[src/rtl/cache_wb_controller_if.sv]
// Memory-arbiter beat channel of the write-back cache controller.
// The controller uses the master side; the arbiter (or a bench model) uses the slave side.
interface cache_wb_controller_if #(
    parameter int ADDR_WIDTH = 14
);
    logic                  mm_req;
    logic                  mm_we;
    logic [ADDR_WIDTH-3:0] mm_addr;
    logic                  mm_ack;

    modport master (output mm_req, output mm_we, output mm_addr, input mm_ack);
    modport slave  (input mm_req, input mm_we, input mm_addr, output mm_ack);
endinterface

[src/rtl/cache_wb_controller.sv]
// Write-back data-cache miss sequencer: optional victim write-back, line refill, tag/MESI commit.
// Optional macro CACHE_STATS_EN adds saturating hit/miss/write-back counters.
module cache_wb_controller #(
    parameter int ADDR_WIDTH      = 14,
    parameter int TAG_BITS        = 5,
    parameter int INDEX_BITS      = 3,
    parameter int WORDS_PER_BLOCK = 4,
    parameter int CACHE_WAY       = 8,
    localparam int OFF            = $clog2(WORDS_PER_BLOCK)
) (
    input  logic                  clk,
    input  logic                  nrst,
    input  logic [ADDR_WIDTH-1:0] i_addr,
    input  logic                  i_rd,
    input  logic                  i_wr,
    input  logic                  i_hit,
    input  logic [TAG_BITS-1:0]   i_victim_tag,
    input  logic [1:0]            i_victim_mesi,
    output logic [TAG_BITS-1:0]   o_tag,
    output logic [INDEX_BITS-1:0] o_index,
    output logic [OFF-1:0]        o_offset,
    output logic                  o_stall,
    output logic                  o_modify,
    cache_wb_controller_if.master mm,
    output logic                  o_evict_rd,
    output logic                  o_refill_we,
    output logic [OFF-1:0]        o_beat,
    output logic                  o_wetag,
    output logic [1:0]            o_set_mesi,
    output logic                  o_done
`ifdef CACHE_STATS_EN
    ,
    output logic [31:0]           o_hit_cnt,
    output logic [31:0]           o_miss_cnt,
    output logic [31:0]           o_wb_cnt
`endif
);

    localparam int MM_AW = ADDR_WIDTH - 2;
    localparam logic [OFF-1:0] LAST_BEAT = OFF'(WORDS_PER_BLOCK - 1);
    localparam int unusedWays = CACHE_WAY;

    typedef enum logic [1:0] {
        S_IDLE,
        S_EVICT,
        S_REFILL,
        S_COMMIT
    } state_e;

    state_e                state_q, state_d;
    logic [OFF-1:0]        beat_q, beat_d;
    logic [TAG_BITS-1:0]   tag_q, tag_d;
    logic [INDEX_BITS-1:0] index_q, index_d;
    logic [OFF-1:0]        offset_q, offset_d;
    logic [TAG_BITS-1:0]   victimTag_q, victimTag_d;
    logic                  isWrite_q, isWrite_d;

    logic                  coreReq;
    logic [TAG_BITS-1:0]   reqTag;
    logic [INDEX_BITS-1:0] reqIndex;
    logic [OFF-1:0]        reqOffset;
    logic                  unusedAddrBits;

    // Byte-select bits and any address bits above the tag never reach the cache fields.
    assign coreReq        = i_rd | i_wr;
    assign reqTag         = i_addr[OFF+2+INDEX_BITS +: TAG_BITS];
    assign reqIndex       = i_addr[OFF+2 +: INDEX_BITS];
    assign reqOffset      = i_addr[2 +: OFF];
    assign unusedAddrBits = ^i_addr;

    always_ff @(posedge clk or negedge nrst) begin
        if (!nrst) begin
            state_q     <= S_IDLE;
            beat_q      <= '0;
            tag_q       <= '0;
            index_q     <= '0;
            offset_q    <= '0;
            victimTag_q <= '0;
            isWrite_q   <= 1'b0;
        end else begin
            state_q     <= state_d;
            beat_q      <= beat_d;
            tag_q       <= tag_d;
            index_q     <= index_d;
            offset_q    <= offset_d;
            victimTag_q <= victimTag_d;
            isWrite_q   <= isWrite_d;
        end
    end

    always_comb begin
        state_d     = state_q;
        beat_d      = beat_q;
        tag_d       = tag_q;
        index_d     = index_q;
        offset_d    = offset_q;
        victimTag_d = victimTag_q;
        isWrite_d   = isWrite_q;

        o_tag       = tag_q;
        o_index     = index_q;
        o_offset    = offset_q;
        o_stall     = 1'b1;
        o_modify    = 1'b0;
        mm.mm_req   = 1'b0;
        mm.mm_we    = 1'b0;
        mm.mm_addr  = '0;
        o_evict_rd  = 1'b0;
        o_refill_we = 1'b0;
        o_wetag     = 1'b0;
        o_set_mesi  = 2'b00;
        o_done      = 1'b0;

        case (state_q)
            S_IDLE: begin
                o_tag    = reqTag;
                o_index  = reqIndex;
                o_offset = reqOffset;
                o_stall  = coreReq & ~i_hit;
                o_modify = i_wr & i_hit;
                if (coreReq && !i_hit) begin
                    tag_d       = reqTag;
                    index_d     = reqIndex;
                    offset_d    = reqOffset;
                    victimTag_d = i_victim_tag;
                    isWrite_d   = i_wr;
                    beat_d      = '0;
                    state_d     = (i_victim_mesi == 2'b10) ? S_EVICT : S_REFILL;
                end
            end
            S_EVICT: begin
                mm.mm_req  = 1'b1;
                mm.mm_we   = 1'b1;
                o_evict_rd = 1'b1;
                mm.mm_addr = MM_AW'({victimTag_q, index_q, beat_q});
                if (mm.mm_ack) begin
                    beat_d = beat_q + OFF'(1);
                    if (beat_q == LAST_BEAT) begin
                        state_d = S_REFILL;
                    end
                end
            end
            S_REFILL: begin
                mm.mm_req   = 1'b1;
                mm.mm_addr  = MM_AW'({tag_q, index_q, beat_q});
                o_refill_we = mm.mm_ack;
                if (mm.mm_ack) begin
                    beat_d = beat_q + OFF'(1);
                    if (beat_q == LAST_BEAT) begin
                        state_d = S_COMMIT;
                    end
                end
            end
            S_COMMIT: begin
                o_wetag    = 1'b1;
                o_done     = 1'b1;
                o_set_mesi = isWrite_q ? 2'b10 : 2'b11;
                state_d    = S_IDLE;
            end
            default: state_d = S_IDLE;
        endcase
    end

    assign o_beat = beat_q;

`ifdef CACHE_STATS_EN
    logic [31:0] hitCnt_q, missCnt_q, wbCnt_q;

    // Counters stick at all-ones instead of wrapping.
    always_ff @(posedge clk or negedge nrst) begin
        if (!nrst) begin
            hitCnt_q  <= '0;
            missCnt_q <= '0;
            wbCnt_q   <= '0;
        end else begin
            if (state_q == S_IDLE && coreReq && i_hit && hitCnt_q != 32'hFFFF_FFFF) begin
                hitCnt_q <= hitCnt_q + 32'd1;
            end
            if (state_q == S_IDLE && state_d != S_IDLE && missCnt_q != 32'hFFFF_FFFF) begin
                missCnt_q <= missCnt_q + 32'd1;
            end
            if (state_q != S_EVICT && state_d == S_EVICT && wbCnt_q != 32'hFFFF_FFFF) begin
                wbCnt_q <= wbCnt_q + 32'd1;
            end
        end
    end

    assign o_hit_cnt  = hitCnt_q;
    assign o_miss_cnt = missCnt_q;
    assign o_wb_cnt   = wbCnt_q;
`endif

endmodule

[src/flat_wrapper.sv]
// flat-port wrapper written by rule: the top's interface ports become plain ports
module cache_wb_controller_flat 
#(
    parameter int ADDR_WIDTH      = 14,
    parameter int TAG_BITS        = 5,
    parameter int INDEX_BITS      = 3,
    parameter int WORDS_PER_BLOCK = 4,
    parameter int CACHE_WAY       = 8,
    localparam int OFF            = $clog2(WORDS_PER_BLOCK)
)
  (clk, nrst, i_addr, i_rd, i_wr, i_hit, i_victim_tag, i_victim_mesi, o_tag, o_index, o_offset, o_stall, o_modify, o_evict_rd, o_refill_we, o_beat, o_wetag, o_set_mesi, o_done, mm_mm_req, mm_mm_we, mm_mm_addr, mm_mm_ack);
  cache_wb_controller_if #(.ADDR_WIDTH(ADDR_WIDTH)) mm_i ();
  input  logic clk;
  input  logic nrst;
  input  logic [ADDR_WIDTH-1:0] i_addr;
  input  logic i_rd;
  input  logic i_wr;
  input  logic i_hit;
  input  logic [TAG_BITS-1:0] i_victim_tag;
  input  logic [1:0] i_victim_mesi;
  output logic [TAG_BITS-1:0] o_tag;
  output logic [INDEX_BITS-1:0] o_index;
  output logic [OFF-1:0] o_offset;
  output logic o_stall;
  output logic o_modify;
  output logic o_evict_rd;
  output logic o_refill_we;
  output logic [OFF-1:0] o_beat;
  output logic o_wetag;
  output logic [1:0] o_set_mesi;
  output logic o_done;
  output wire logic [$bits(mm_i.mm_req)-1:0] mm_mm_req;
  output wire logic [$bits(mm_i.mm_we)-1:0] mm_mm_we;
  output wire logic [$bits(mm_i.mm_addr)-1:0] mm_mm_addr;
  input wire logic [$bits(mm_i.mm_ack)-1:0] mm_mm_ack;
  assign mm_mm_req = mm_i.mm_req;
  assign mm_mm_we = mm_i.mm_we;
  assign mm_mm_addr = mm_i.mm_addr;
  assign mm_i.mm_ack = mm_mm_ack;
  cache_wb_controller #(.ADDR_WIDTH(ADDR_WIDTH), .TAG_BITS(TAG_BITS), .INDEX_BITS(INDEX_BITS), .WORDS_PER_BLOCK(WORDS_PER_BLOCK), .CACHE_WAY(CACHE_WAY)) u_core (.clk(clk), .nrst(nrst), .i_addr(i_addr), .i_rd(i_rd), .i_wr(i_wr), .i_hit(i_hit), .i_victim_tag(i_victim_tag), .i_victim_mesi(i_victim_mesi), .o_tag(o_tag), .o_index(o_index), .o_offset(o_offset), .o_stall(o_stall), .o_modify(o_modify), .mm(mm_i), .o_evict_rd(o_evict_rd), .o_refill_we(o_refill_we), .o_beat(o_beat), .o_wetag(o_wetag), .o_set_mesi(o_set_mesi), .o_done(o_done));
endmodule
[config.mk]
export PLATFORM = sky130hd
export DESIGN_NAME = cache_wb_controller_flat
export DESIGN_NICKNAME = d
export VERILOG_FILES = /design/src/rtl/cache_wb_controller_if.sv /design/src/rtl/cache_wb_controller.sv /design/src/flat_wrapper.sv
export SDC_FILE = /design/constraint.sdc
export NUM_CORES = 1
export LEC_CHECK = 0
export CORE_MARGIN = 5
export CORE_UTILIZATION = 38
export CTS_BUF_LIST = sky130_fd_sc_hd__clkbuf_2
export DETAILED_ROUTE_END_ITERATION = 10
export PLACE_DENSITY_LB_ADDON = 0.08
export SLEW_MARGIN = 20
export SYNTH_ARGS = -nofsm -noshare
export SYNTH_HDL_FRONTEND = slang
export SYNTH_SLANG_ARGS = --single-unit
[constraint.sdc]
create_clock -name clk -period 1.7 [get_ports clk]
set_clock_uncertainty 0.1 [all_clocks]
set_input_delay 0.34 -clock clk [delete_from_list [all_inputs] [get_ports clk]]
set_output_delay 0.34 -clock clk [all_outputs]
set_load 0.01 [all_outputs]
# --- Word level (Yosys, flattened, before mapping) ---
# Cells that the tools add are included.
totals:
  reg_bits: 20
  inputBits: 27
  output_inout_bits: 34
  word_cells: 53
classes:
  n_addsub: 1
  eq_ne: 11
  n_mux: 22
  bitwise: 4
  n_reduce_logical: 8
op_table:
  columns: ["cell", "n"]
  rows:
  - ["2-bit two-way mux", 10]
  - ["10-bit one-hot mux with 2 select lines", 1]
  - ["2-bit equality test (second input constant)", 4]
  - ["2-bit by 1-bit != test with 1-bit output (second input constant)", 4]
  - ["2-bit one-hot mux with 4 select lines", 1]
  - ["1-bit two-way mux", 7]
  - ["5-bit two-way mux", 1]
  - ["5-bit AND reduction", 1]
  - ["2-bit != test (second input constant)", 2]
  - ["2-bit one-hot mux with 2 select lines", 1]
  - ["3-bit two-way mux", 1]
  - ["3-bit AND reduction", 1]
  - ["2-bit by 1-bit adder with 2-bit output (second input constant)", 1]
  - ["1-bit bitwise AND", 2]
  - ["2-bit by 1-bit equality test with 1-bit output (second input constant)", 1]
  - ["2-bit zero test", 1]
  - ["2-bit AND reduction", 1]
  - ["2-bit nonzero test", 1]
  - ["2-bit OR reduction", 1]
  - ["1-bit logical AND", 1]
  - ["1-bit zero test", 1]
  - ["1-bit inverter", 1]
  - ["1-bit bitwise OR", 1]

# --- Logic depth before layout (Yosys ltp) ---
depth:
  depth_word: 4
  ltp_mapped: 6

# --- Worst setup path before layout ---
# Ideal clock, no wire load.
synth_timing:
  path_type: "register to output"
  start: "register u_core.state_q[0]"
  end: "output port mm_mm_addr[0]"
  arrival_ns: 1.419
  t_required_ns: 1.260
  slack_ns: -0.159
  path_stages_with_launch: 6
  n_path_buf: 1
  path_cell_list: "dfrtp_1 inv_1 ha_1 clkbuf_1 o21a_1 and2_1"
synth_between:
  elab_chain_len: 2
synth_lines:
  columns: ["item", "line", "source"]
  rows:
  - ["from (decl)", "cache_wb_controller.sv:50", "state_e state_q, state_d;"]
  - ["from (signal assigned)", "cache_wb_controller.sv:81", "state_q <= state_d;"]
  - ["2-bit equality test or 2-bit by 1-bit equality test with 1-bit output (tied branches)", "cache_wb_controller.sv:114", "case (state_q)"]
  - ["10-bit one-hot mux with 2 select lines (*)", "cache_wb_controller.sv:114", null]
  - ["to (decl)", "flat_wrapper.sv:34", "output wire logic [$bits(mm_i.mm_addr)-1:0] mm_mm_addr;"]
# Mark *: on every way between the ends. The rest lies on a longest branch, timed or not.

# --- Final worst setup path ---
layout_timing:
  start: "register u_core.state_q[1]"
  end: "output port mm_mm_addr[1]"
# Same word-level chain as after synthesis.

==> results.ini <==
[status]
status = finished, violations left
violations = setup timing

[timing]
min_period_over_period_pct = 122
fmax_mhz = 483
setup_viol = 32
drv_slew = 0
period_needed_ns = 2.07
hold_viol = 0
rsz0062_at_grt = true
fin_ws_ns = -0.369

[hold_path]
hold_class = in2async

[route]
vias = 1134
first_pass_iters = 4
drc = 0
postRouteWirelength_um = 3580
via_per_inst = 4.81
wl_per_cell_um = 15.2
drt_iter0_markers = 22
ant_nets = 0

[worst_setup_path]
arrival_ns = 1.63
critPathTopFamily = flip-flops
crit_chain = buf_4, ha_2, o21a_4, and2_4, buf_2
r2r_start = u_core.state_q[0]$_DFFE_PN0P_
cp_slowest_stage_delay_ns = 0.44
cp_max_fo = 5
required_ns = 1.26
path_buf_inv = 2
r2r-end = u_core.state_q[0]$_DFFE_PN0P_
cp-end-kind = output pin
reg2regPathDepth = 7
path_class = reg2out
rrSetupSlack_ns = -0.14
critPathLaunchType = flip-flop
cpMaxStageDelayCell = dfrtp_1

[cts]
cts_inserted_buffers = 3
clock-root-buffer = clkbuf_2
clk_latency_ns = 0.33
clock_path_buffers = 2
clk_pin_slew_ns = 0.21
clkSinkCount = 20
cts_max_level = 1
cts_tree = built

[floorplan]
io_pins = 61
die_w_um = 68.9
core_area_mm2 = 0.00334
std_cell_rows = 21
die_h_um = 68.9
die_area_mm2 = 0.00475
initial_core_util_pct = 39.5

[job]
maxCapViolations = 0

[yosys]
yosysSeqAreaShare_pct = 38.0
async_reset_ff_share_pct = 100
synth_area_leaders = dfrtp_1 38%, mux2_4 11%, mux2_2 9.4%
ys_warn_count = 0
syn-cell-area_mm2 = 0.00132
yosysUniqueCellTypes = 30
synthTopCellsByCount = 20 x dfrtp_1, 11 x mux2_2, 10 x mux2_4
avgSynthCellArea_um2 = 11.9
synth_seq_cells = 20
synth_top_area_share_pct = 38.0
ys.flop_type = dfrtp_1
yosys.area.top_type = dfrtp_1
synth_cells = 111
yosysMostFrequentCell = dfrtp_1
synth_edf_count = 0

[power_and_ir_drop]
total_power_uw = 4480
cellPowerDensity_mw_per_mm2 = 1970
p_leak_uw = 0.00108
vdd_drop_max_mv = 0.991

[finish]
finalCoreUtilization_pct = 68.4
drive_gt1_share_pct = 57.4
nNetsFinal = 226
area_growth_pct = 73.0
diodes = 0

[grt]
grt.total_usage_pct = 15.4
grt_max_degree = 21
antenna_found_initial = 0
grt_overflow_total = 0
grt_pass1_vias = 1165
grt_pass1_wl_um = 5430

[placement]
dp_hpwl_um = 2570
gp_congestion = 0.757
portBuffers = 54

worst max path at each step:
| stage | startpoint | endpoint | slack [ns] | depth (start not counted) |
|---|---|---|---|---|
| global placement | u_core.state_q[1]$_DFFE_PN0P_ | o_offset[1] | -0.35 | 5 |
| floorplan | u_core.state_q[0]$_DFFE_PN0P_ | mm_mm_addr[0] | -0.03 | 5 |
| global route | u_core.state_q[1]$_DFFE_PN0P_ | o_offset[1] | -0.46 | 5 |
| CTS | u_core.state_q[0]$_DFFE_PN0P_ | mm_mm_addr[0] | -0.37 | 5 |
| finish | u_core.state_q[1]$_DFFE_PN0P_ | mm_mm_addr[1] | -0.37 | 5 |
| detailed placement | u_core.state_q[1]$_DFFE_PN0P_ | o_offset[1] | -0.40 | 5 |
cell usage in the layout (no fill, tap or decap):
master,instances
a211o_1,1
a21oi_1,1
a22oi_2,5
and2_1,4
and2_4,2
and3_4,1
buf_2,14
buf_4,19
buf_6,25
buf_8,1
bufinv_16,1
clkbuf_2,3
clkdlybuf4s50_1,22
conb_1,2
dfrtp_1,20
dlygate4sd2_1,3
ha_1,2
ha_2,2
ha_4,4
inv_1,3
inv_2,3
mux2_1,5
mux2_2,1
mux2_4,21
mux2i_1,1
nand2_2,1
nand2_8,1
nand3_1,1
nand3b_1,3
nor2_1,1
nor2b_1,5
nor2b_2,1
nor4bb_1,1
o211ai_1,2
o21a_4,1
o21ai_0,3
o21ba_4,1
o21bai_1,1
o21bai_2,1
o221ai_4,1
logic make-up after synthesis:
group	synth area share, %
multiplexers	26.7
AND/OR/NAND/NOR	10.4
flip-flops	38.0
AO/OA/AOI/OAI	10.2
buffers and inverters	6.83
adder cells (fa/ha/maj)	7.59
other	0.284
layout make-up:
type	count	area, um^2
Clock inverter	1	30.0
Tap cell	46	57.6
Sequential cell	20	500
Timing Repair Buffer	84	756
Multi-Input combinational cell	76	900
Inverter	6	22.5
Fill cell	275	1060
Clock buffer	3	15.0
flip-flops by register name (all words and copies together) (netlist names):
name                count
u_core.tag_q            5
u_core.offset_q         2
u_core.victimTag_q      5
u_core.o_beat           2
u_core.index_q          3
u_core.isWrite_q        1
u_core.state_q          2
report_power, final:
part / leakage (uW) / switching [uW] / internal, uW
registers: 0.000240 / 175 / 711
logic: 0.000818 / 1290 / 1940
clock network: 0.0000266 / 164 / 203
metrics by stage:
stage	TNS, ns	hold WS, ns	setup slack, ns	instances	area [um^2]
2_1_floorplan	-0.163	-0.0556	-0.0326	112	1350
3_3_place_gp	-11.95	0.383	-0.349	223	2010
3_5_place_dp	-12.60	0.395	-0.401	223	2010
4_1_cts	-9.40	0.203	-0.370	234	2160
5_1_grt	-12.29	0.211	-0.462	236	2280
6_report	-9.13	0.213	-0.369	236	2280
timing repair:
item	4_1_cts	5_1_grt
resized for setup	163	21
endpoints found under the setup margin	34	50
hold endpoints to repair	0	0
pin swaps	3	4
hold buffers	0	0
setup buffers	7	3
routing by layer:
| metal | GRT usage, % | wire (um) |
|---|---|---|
| met1 | 18.4 | 1470 |
| met2 | 28.2 | 1850 |
| met3 | 3.08 | 237 |
| met4 | 3.65 | 24 |
| met5 | 0 | 0 |
Note: power is estimated with default switching activity, not from simulation.
